==> src/rtl/button_reader.sv <==
// button_reader: 2-FF synchronizer, debounce FSM, long-press timer and press counter for one push-button.
// Define BUTTON_READER_AUTO_REPEAT_EN to add the REPEAT_PULSE auto-repeat output.
module button_reader #(
    parameter int CLK_FREQ    = 12_000_000,
    parameter int DEBOUNCE_MS = 20,
    parameter int LONG_MS     = 1000,
    parameter int REPEAT_MS   = 200,
    parameter int ACTIVE_LOW  = 0
) (
    input  logic       CLK,
    input  logic       RST,
    input  logic       BTN_IN,
    output logic       BTN_LEVEL,
    output logic       PRESS_PULSE,
    output logic       RELEASE_PULSE,
    output logic       LONG_PULSE,
`ifdef BUTTON_READER_AUTO_REPEAT_EN
    output logic       REPEAT_PULSE,
`endif
    output logic [7:0] PRESS_COUNT
);

    localparam int DEB_CYCLES  = (CLK_FREQ / 1000) * DEBOUNCE_MS;
    localparam int LONG_CYCLES = (CLK_FREQ / 1000) * LONG_MS;
    localparam int REP_CYCLES  = (CLK_FREQ / 1000) * REPEAT_MS;
    localparam int DEB_W       = $clog2(DEB_CYCLES) + 1;
    localparam int HOLD_W      = $clog2(LONG_CYCLES) + 1;

    localparam logic [DEB_W-1:0]  DEB_LAST  = DEB_W'(DEB_CYCLES - 1);
    localparam logic [HOLD_W-1:0] HOLD_LAST = HOLD_W'(LONG_CYCLES - 1);
    localparam logic              REL_RAW   = (ACTIVE_LOW != 0);

    if (DEB_CYCLES < 2 || LONG_CYCLES < 2 || REP_CYCLES < 2) begin : g_param_check
        $error("button_reader: derived cycle counts must be >= 2");
    end

    typedef enum logic [1:0] {
        S_RELEASED,
        S_PRESS_DEB,
        S_HELD,
        S_RELEASE_DEB
    } state_t;

    state_t             state_q, state_d;
    logic               sync1_q, sync1_d;
    logic               sync2_q, sync2_d;
    logic [DEB_W-1:0]   deb_cnt_q, deb_cnt_d;
    logic [HOLD_W-1:0]  hold_cnt_q, hold_cnt_d;
    logic               long_done_q, long_done_d;
    logic               level_q, level_d;
    logic               press_q, press_d;
    logic               release_q, release_d;
    logic               long_q, long_d;
    logic [7:0]         count_q, count_d;
    logic               btn_s;

`ifdef BUTTON_READER_AUTO_REPEAT_EN
    localparam int REP_W = $clog2(REP_CYCLES) + 1;
    localparam logic [REP_W-1:0] REP_LAST = REP_W'(REP_CYCLES - 1);

    logic               rep_active_q, rep_active_d;
    logic [REP_W-1:0]   rep_cnt_q, rep_cnt_d;
    logic               repeat_q, repeat_d;
`endif

    assign btn_s = sync2_q ^ REL_RAW;

    always_comb begin
        sync1_d     = BTN_IN;
        sync2_d     = sync1_q;
        state_d     = state_q;
        deb_cnt_d   = deb_cnt_q;
        hold_cnt_d  = hold_cnt_q;
        long_done_d = long_done_q;
        level_d     = level_q;
        press_d     = 1'b0;
        release_d   = 1'b0;
        long_d      = 1'b0;
        count_d     = count_q;
`ifdef BUTTON_READER_AUTO_REPEAT_EN
        rep_active_d = rep_active_q;
        rep_cnt_d    = rep_cnt_q;
        repeat_d     = 1'b0;
`endif

        unique case (state_q)
            S_RELEASED: begin
                if (btn_s) begin
                    state_d   = S_PRESS_DEB;
                    deb_cnt_d = '0;
                end
            end
            S_PRESS_DEB: begin
                if (!btn_s) begin
                    state_d   = S_RELEASED;
                    deb_cnt_d = '0;
                end else if (deb_cnt_q == DEB_LAST) begin
                    state_d     = S_HELD;
                    level_d     = 1'b1;
                    press_d     = 1'b1;
                    count_d     = count_q + 8'd1;
                    hold_cnt_d  = '0;
                    long_done_d = 1'b0;
`ifdef BUTTON_READER_AUTO_REPEAT_EN
                    rep_active_d = 1'b0;
                    rep_cnt_d    = '0;
`endif
                end else begin
                    deb_cnt_d = deb_cnt_q + DEB_W'(1);
                end
            end
            S_HELD: begin
                // hold_cnt saturates at the long-press threshold; long_done stops a second pulse
                if (hold_cnt_q != HOLD_LAST) begin
                    hold_cnt_d = hold_cnt_q + HOLD_W'(1);
                end
                if (hold_cnt_q == HOLD_LAST && !long_done_q) begin
                    long_d      = 1'b1;
                    long_done_d = 1'b1;
`ifdef BUTTON_READER_AUTO_REPEAT_EN
                    rep_active_d = 1'b1;
                    rep_cnt_d    = '0;
                end else if (rep_active_q) begin
                    if (rep_cnt_q == REP_LAST) begin
                        repeat_d  = 1'b1;
                        rep_cnt_d = '0;
                        count_d   = count_q + 8'd1;
                    end else begin
                        rep_cnt_d = rep_cnt_q + REP_W'(1);
                    end
`endif
                end
                if (!btn_s) begin
                    state_d   = S_RELEASE_DEB;
                    deb_cnt_d = '0;
                end
            end
            S_RELEASE_DEB: begin
                if (btn_s) begin
                    state_d = S_HELD;
                end else if (deb_cnt_q == DEB_LAST) begin
                    state_d   = S_RELEASED;
                    level_d   = 1'b0;
                    release_d = 1'b1;
`ifdef BUTTON_READER_AUTO_REPEAT_EN
                    rep_active_d = 1'b0;
                    rep_cnt_d    = '0;
`endif
                end else begin
                    deb_cnt_d = deb_cnt_q + DEB_W'(1);
                end
            end
        endcase
    end

    always_ff @(posedge CLK or posedge RST) begin
        if (RST) begin
            sync1_q     <= REL_RAW;
            sync2_q     <= REL_RAW;
            state_q     <= S_RELEASED;
            deb_cnt_q   <= '0;
            hold_cnt_q  <= '0;
            long_done_q <= 1'b0;
            level_q     <= 1'b0;
            press_q     <= 1'b0;
            release_q   <= 1'b0;
            long_q      <= 1'b0;
            count_q     <= '0;
`ifdef BUTTON_READER_AUTO_REPEAT_EN
            rep_active_q <= 1'b0;
            rep_cnt_q    <= '0;
            repeat_q     <= 1'b0;
`endif
        end else begin
            sync1_q     <= sync1_d;
            sync2_q     <= sync2_d;
            state_q     <= state_d;
            deb_cnt_q   <= deb_cnt_d;
            hold_cnt_q  <= hold_cnt_d;
            long_done_q <= long_done_d;
            level_q     <= level_d;
            press_q     <= press_d;
            release_q   <= release_d;
            long_q      <= long_d;
            count_q     <= count_d;
`ifdef BUTTON_READER_AUTO_REPEAT_EN
            rep_active_q <= rep_active_d;
            rep_cnt_q    <= rep_cnt_d;
            repeat_q     <= repeat_d;
`endif
        end
    end

    assign BTN_LEVEL     = level_q;
    assign PRESS_PULSE   = press_q;
    assign RELEASE_PULSE = release_q;
    assign LONG_PULSE    = long_q;
    assign PRESS_COUNT   = count_q;
`ifdef BUTTON_READER_AUTO_REPEAT_EN
    assign REPEAT_PULSE  = repeat_q;
`endif

endmodule
==> config.mk <==
export PLATFORM = sky130hd
export DESIGN_NAME = button_reader
export DESIGN_NICKNAME = d
export VERILOG_FILES = /design/src/rtl/button_reader.sv
export SDC_FILE = /design/constraint.sdc
export NUM_CORES = 1
export LEC_CHECK = 0
export CORE_ASPECT_RATIO = 0.5
export CORE_MARGIN = 1.5
export CORE_UTILIZATION = 64
export CTS_CLUSTER_DIAMETER = 40
export DETAILED_ROUTE_END_ITERATION = 10
export GPL_ROUTABILITY_DRIVEN = 0
export HOLD_SLACK_MARGIN = 0.1
export PLACE_DENSITY = 0.92
export SYNTH_ARGS = -nofsm -noshare
export SYNTH_HDL_FRONTEND = slang
export SYNTH_SLANG_ARGS = --single-unit
==> constraint.sdc <==
create_clock -name CLK -period 3.4 [get_ports CLK]
set_input_delay 0.68 -clock CLK [delete_from_list [all_inputs] [get_ports CLK]]
set_output_delay 0.68 -clock CLK [all_outputs]
set_load 0.02 [all_outputs]
# ---- Word-level counts from Yosys, hierarchy flattened
# Index checks and enable logic that the tools add are counted.
dict set report classes {
  add_sub_neg 3
  n_mul 0
  div_mod_pow 0
  magnitude_cmp 0
  eq_ne 16
  n_shift 0
  n_mux 32
  bitwise_logic 0
  reduce_logical 11
}
# op count
set ops {}
lappend ops {{$mux 19} 5}
lappend ops {{$pmux 19 s4} 1}
lappend ops {{$mux 25} 3}
lappend ops {{$pmux 25 s2} 1}
lappend ops {{$add 25x1->25 const B} 1}
lappend ops {{$eq 25x24->1 const B} 1}
lappend ops {{$ne 25x24->1 const B} 1}
lappend ops {{$add 19x1->19 const B} 1}
lappend ops {{$eq 19x18->1 const B} 1}
lappend ops {{$ne 2x2->1 const B} 8}
lappend ops {{$mux 1} 13}
lappend ops {{$mux 2} 6}
lappend ops {{$reduce_and 4->1} 3}
lappend ops {{$add 8x1->8 const B} 1}
lappend ops {{$pmux 2 s4} 1}
lappend ops {{$ne 3x3->1 const B} 2}
lappend ops {{$reduce_and 3->1} 2}
lappend ops {{$reduce_and 5->1} 1}
lappend ops {{$eq 2x2->1 const B} 2}
lappend ops {{$pmux 1 s2} 2}
lappend ops {{$reduce_bool 2->1} 2}
lappend ops {{$eq 2x1->1 const B} 1}
lappend ops {{$logic_not 2->1} 1}
lappend ops {{$logic_and 1x1->1} 1}
lappend ops {{$logic_not 1->1} 1}
dict set report totals {
  reg_bits 61
  latchBits 0
  mem_bits_rw 0
  romBits 0
  in_bits 3
  output_inout_bits 12
  word_cells 73
  mem_count 0
}

# ---- Depth between registers and ports, before layout
dict set report logic_depth {
  word_depth 4
  mapped_depth 7
  ltp_nobuf 7
}

# ---- Worst setup path after synthesis
# No wires, ideal clock.
dict set report synth_path {
  kind {register to register}
  startpoint {register deb_cnt_q[0]}
  endpoint {register deb_cnt_q[9]}
  setup_ns 0.077
  arrival_time_ns 1.766
  t_required_ns 3.323
  setup_slack_ns 1.556
  stages_incl_launch_ff 7
  path_buffers 0
  period_less_slack_ns 1.844
  cell_sequence {dfrtp_1 ha_1 and4_1 nand3_1 o21ai_2 or4_1 a21oi_1}
}
dict set report synth_between {
  elab_chain_len 4
  word_cells_on_any_way 6
  cone_classes {add/sub (1); eq/ne (1); mux (4)}
}
# item line
set synth_lines {}
lappend synth_lines {{from (decl)} 47} ;# logic [DEB_W-1:0] deb_cnt_q, deb_cnt_d;
lappend synth_lines {{from (signal assigned)} 178} ;# deb_cnt_q <= deb_cnt_d;
lappend synth_lines {{$add 19x1->19 / $eq 19x18->1 (equally long branches)} --}
lappend synth_lines {{$mux 19 (*)} {97, 141}}
lappend synth_lines {{$mux 19 (on tied branches)} {139, 94}}
lappend synth_lines {{$pmux 19 s4 (*)} 86} ;# unique case (state_q)
# Mark *: on every way between the ends. The rest lies on a longest branch, timed or not. The select of a mux whose other input is x is not followed.
# A chain may end at the register's enable or synchronous reset.

# ---- Worst setup path after layout
dict set report layout_path {
  startpoint {register deb_cnt_q[0]}
  endpoint {register count_q[4] (netlist: PRESS_COUNT[4])}
}
dict set report layout_between {
  elab_chain_len 2
}
# item line
set layout_lines {}
lappend layout_lines {{$eq 19x18->1} 97} ;# end else if (deb_cnt_q == DEB_LAST) begin
lappend layout_lines {{$reduce_and 3->1 (no source line)} --}
lappend layout_lines {{to (signal assigned)} 185} ;# count_q <= count_d;
lappend layout_lines {{to (decl)} 54} ;# logic [7:0] count_q, count_d;
# No other way between the ends.

==> reports/results.md <==
* 61 — Clock Sinks
* 1.62 nW — leakage
* 0.420 GHz — f_max
* 0 — Maximum Capacitance Violations
* 2610 ps — WP data arrival
* 0 — quantity of gates resized following cts
* 480 ps — slowest cell delay on critical path
* 13.1% — Area growth, synth to finish
* 7 — Crit path depth
* 10.1 um2 — mean instance size in the synthesized netlist
* 0.326 mV — maximum resistive drop on vdd
* register — Setup crit start kind
* 1.19 mW — Cell Int Power
* 425 nW/um2 — power per cell area
* 7 — r2r worst-path depth
* 4570 um2 — standard cell core area
* 6.69 mm — final wirelength
* done — TritonCTS clock tree
* 2380 ps — Min Clock Period, post-route
* 0 — number of DRC violations after detailed routing
* 70.0% — final critical-path share of the clock period
* 11.6 mm — global-route wire length before repair
* register — capturing element type of the critical path
* 69.4% — starting density of the core
* 10.1% — share of final-layout standard cells stronger than drive strength 1
* 337 — final layout net count
* 0.333 mW — net switching power of the design
* 30 — maximum number of pins on one net before global-route repair
* 0 — antenna violations before repair
* 0 — depth of the worst hold-timing path
* 2,550 — count of vias placed by the detailed router
* register to register — Setup Crit Path Kind
* 0 — final antenna-violating net count
* 29.1% — total routing resource utilization after global routing
* 9.08 ps — worst clock skew on the final layout
* 3.7% — combinational group share of total power
* 0 — yosys synthesis warning count
* 61 x dfrtp_1, 34 x nor2_1, 26 x xor2_1 — most frequent cells in the layout
* 0 — number of endpoints with negative hold slack in the final report
* 78.5% — final core utilization
* clkbuf_8 — clock root buffer master
* 5 — number of iterations in the first detailed-routing pass
* inv_2 — cell at the slowest stage of the critical path
* 314 — Gate Count Post-Synth
* 350 ps — worst-skew pair later-pin latency
* 1 — number of buffer and inverter instances along the worst setup path
* 59.6% — Worst slew margin
* 25 — CP Max Fanout
* 6.34 — vias per std cell
* 17 — number of cell rows
* 48.1% — share of synthesized area occupied by flip-flops and latches
* 100% — async set-reset flop share out of synthesis
* 2,518 — number of global-route vias before repair
* 21.8% — share of total power consumed by net switching
* 0 — Post-CTS Repair Setup Buffers
* nand4_1 — dominant cell type by count on the critical path
* 9 — clock buffers created by TritonCTS
* 0 — number of buffers inserted by hold repair at cts
* 183 — violation count after the first detailed-route iteration
* 0 — Slew Viols, Final
* 3 — CTS H-tree depth
* 52.8 um — Die H
* 70 ps — Clock transition at path regs
* 0 — antenna diode instance count
* 0 — Remaining Overflow, GRT
* register to register — Hold Path Class
* false — RSZ-0062 raised after global routing
* ha_1, nand4_1, nor2_1, nand3_1, inv_2, nand4_1, xnor2_1 — Cell Chain, Critical Path
* 0 — number of failing setup endpoints in the final timing report
* 4.49 mm — hpwl dp
* 53 — number of different library cells in the post-synthesis netlist
* 16.7 um — detail-routed net length per standard cell
* 47.2% — clock network fraction of design power
* 49.2% — fraction of power consumed by sequential logic
* 3630 ps — Worst Path Required
* 0 ps — Fin Setup TNS
* 103 um — overall die width
* simple AND/OR/NAND/NOR gates — family with the most delay on the worst path
* finished, final reports clean — outcome
* 320 — net count after synthesis
* 601 ps — Worst-Margin Slew
* 2 — buffer levels on the longest clock path
* 0 — number of enable-type register cells in the synthesized netlist
* 14 — quantity of I/O buffers inserted on ports
* 5420 um2 — area of the die
* 3170 um2 — combined area of all synthesized cells
* 61 — flip-flop and latch count after synthesis
* dfrtp_1 — most frequently used flop master after synthesis
* dfrtp_1 — most common library cell in the layout ignoring fill and taps
* 15 — Top-Level Pins
[final cells by class]
class                           count  area, um2
Clock buffer                       14        193
Clock inverter                      2       37.5
Fill cell                         254        983
Inverter                            5       18.8
Multi-Input combinational cell    237       1570
Sequential cell                    61       1530
Tap cell                           66       82.6
Timing Repair Buffer               17        163
[layer usage]
layer	wire length, um	vias up	GRT usage [%]
met5	0	-	0
met4	144	0	12.3
met3	424	18	10.3
met2	3180	95	45.9
met1	2950	1258	37.0
li1	-	1179	-
[state kept, by name, summed over array words and instances (netlist names), named ones only]
signal,cells
deb_cnt_q,19
PRESS_COUNT,8
long_done_q,1
LONG_PULSE,1
state_q,1
PRESS_PULSE,1
hold_cnt_q,25
btn_s,1
BTN_LEVEL,1
sync1_q,1
RELEASE_PULSE,1
[power groups by stage]
stage | logic, mW | clock network [mW] | registers, mW
floorplan | 0.0447 | 0 | 0.757
global placement | 0.0535 | 0 | 0.761
detailed placement | 0.0567 | 0 | 0.763
CTS | 0.0571 | 0.726 | 0.750
global route | 0.0637 | 0.763 | 0.752
finish | 0.0562 | 0.720 | 0.751
[cells in the mapped netlist, types with 2 or more instances]
| cell | n | area [um2] |
|---|---|---|
| dfrtp_1 | 61 | 1530 |
| nor2_1 | 34 | 128 |
| xor2_1 | 26 | 228 |
| nand2_1 | 25 | 93.8 |
| nand3_1 | 21 | 105 |
| nand4_1 | 13 | 81.3 |
| and3_1 | 10 | 62.6 |
| a31oi_1 | 8 | 50.1 |
| and4_1 | 8 | 70.1 |
| xnor2_1 | 8 | 70.1 |
| a21oi_1 | 7 | 35.0 |
| o211ai_1 | 7 | 52.6 |
| o21ai_0 | 7 | 35.0 |
| buf_2 | 6 | 30.0 |
| nor3_1 | 6 | 30.0 |
| inv_1 | 4 | 15.0 |
| o31ai_1 | 4 | 30.0 |
| a21o_1 | 3 | 22.5 |
| and2_1 | 3 | 18.8 |
| and4bb_1 | 3 | 37.5 |
| clkbuf_1 | 3 | 11.3 |
| ha_1 | 3 | 37.5 |
| o21a_1 | 3 | 22.5 |
| o21ai_1 | 3 | 15.0 |
| or3_1 | 3 | 18.8 |
| a21bo_1 | 2 | 20.0 |
| a22o_1 | 2 | 17.5 |
| and2b_1 | 2 | 15.0 |
| nand3_2 | 2 | 20.0 |
| nor4_2 | 2 | 25.0 |
| nor4b_1 | 2 | 17.5 |
| or4_1 | 2 | 15.0 |
[logic make-up after synthesis]
kind of cell | count (synthesis) | synth area share [%]
AO/OA/AOI/OAI | 51 | 11.2
buffers and inverters | 16 | 2.48
AND/OR/NAND/NOR | 147 | 27.0
XOR/XNOR | 34 | 9.38
multiplexers | 2 | 0.670
flip-flops | 61 | 48.1
adder cells (fa/ha/maj) | 3 | 1.18
[worst register-to-register path, delay by kind of cell (launching register included)]
| kind | cells | cell delay (ps) |
|---|---|---|
| buffers and inverters | 1 | 480 |
| xor gates and xnor gates | 1 | 160 |
| adders and majority gates | 1 | 270 |
| and+or+nand+nor | 4 | 950 |
| DFF | 1 | 410 |
[path summary, 6_finish.rpt]
check                      slack (ps)          from              to
max reg2reg                      1020  deb_cnt_q[0]  PRESS_COUNT[4]
max in group asynchronous        2110           RST  hold_cnt_q[17]
min reg2reg                       370       sync1_q           btn_s
min                               370       sync1_q           btn_s
max                              1020  deb_cnt_q[0]  PRESS_COUNT[4]
min in group asynchronous         620           RST    deb_cnt_q[8]
[through the flow]
stage	setup slack, ps	std cells	instance area, um2	hold slack (ps)	power (mW)
2_1_floorplan	1210	314	3170	331	0.802
3_3_place_gp	1200	386	3360	354	0.815
3_5_place_dp	1070	386	3360	356	0.820
4_1_cts	1040	402	3590	372	1.53
5_1_grt	773	402	3590	384	1.58
6_report	1020	402	3590	368	1.53
Power figures use the tool's default switching activity.
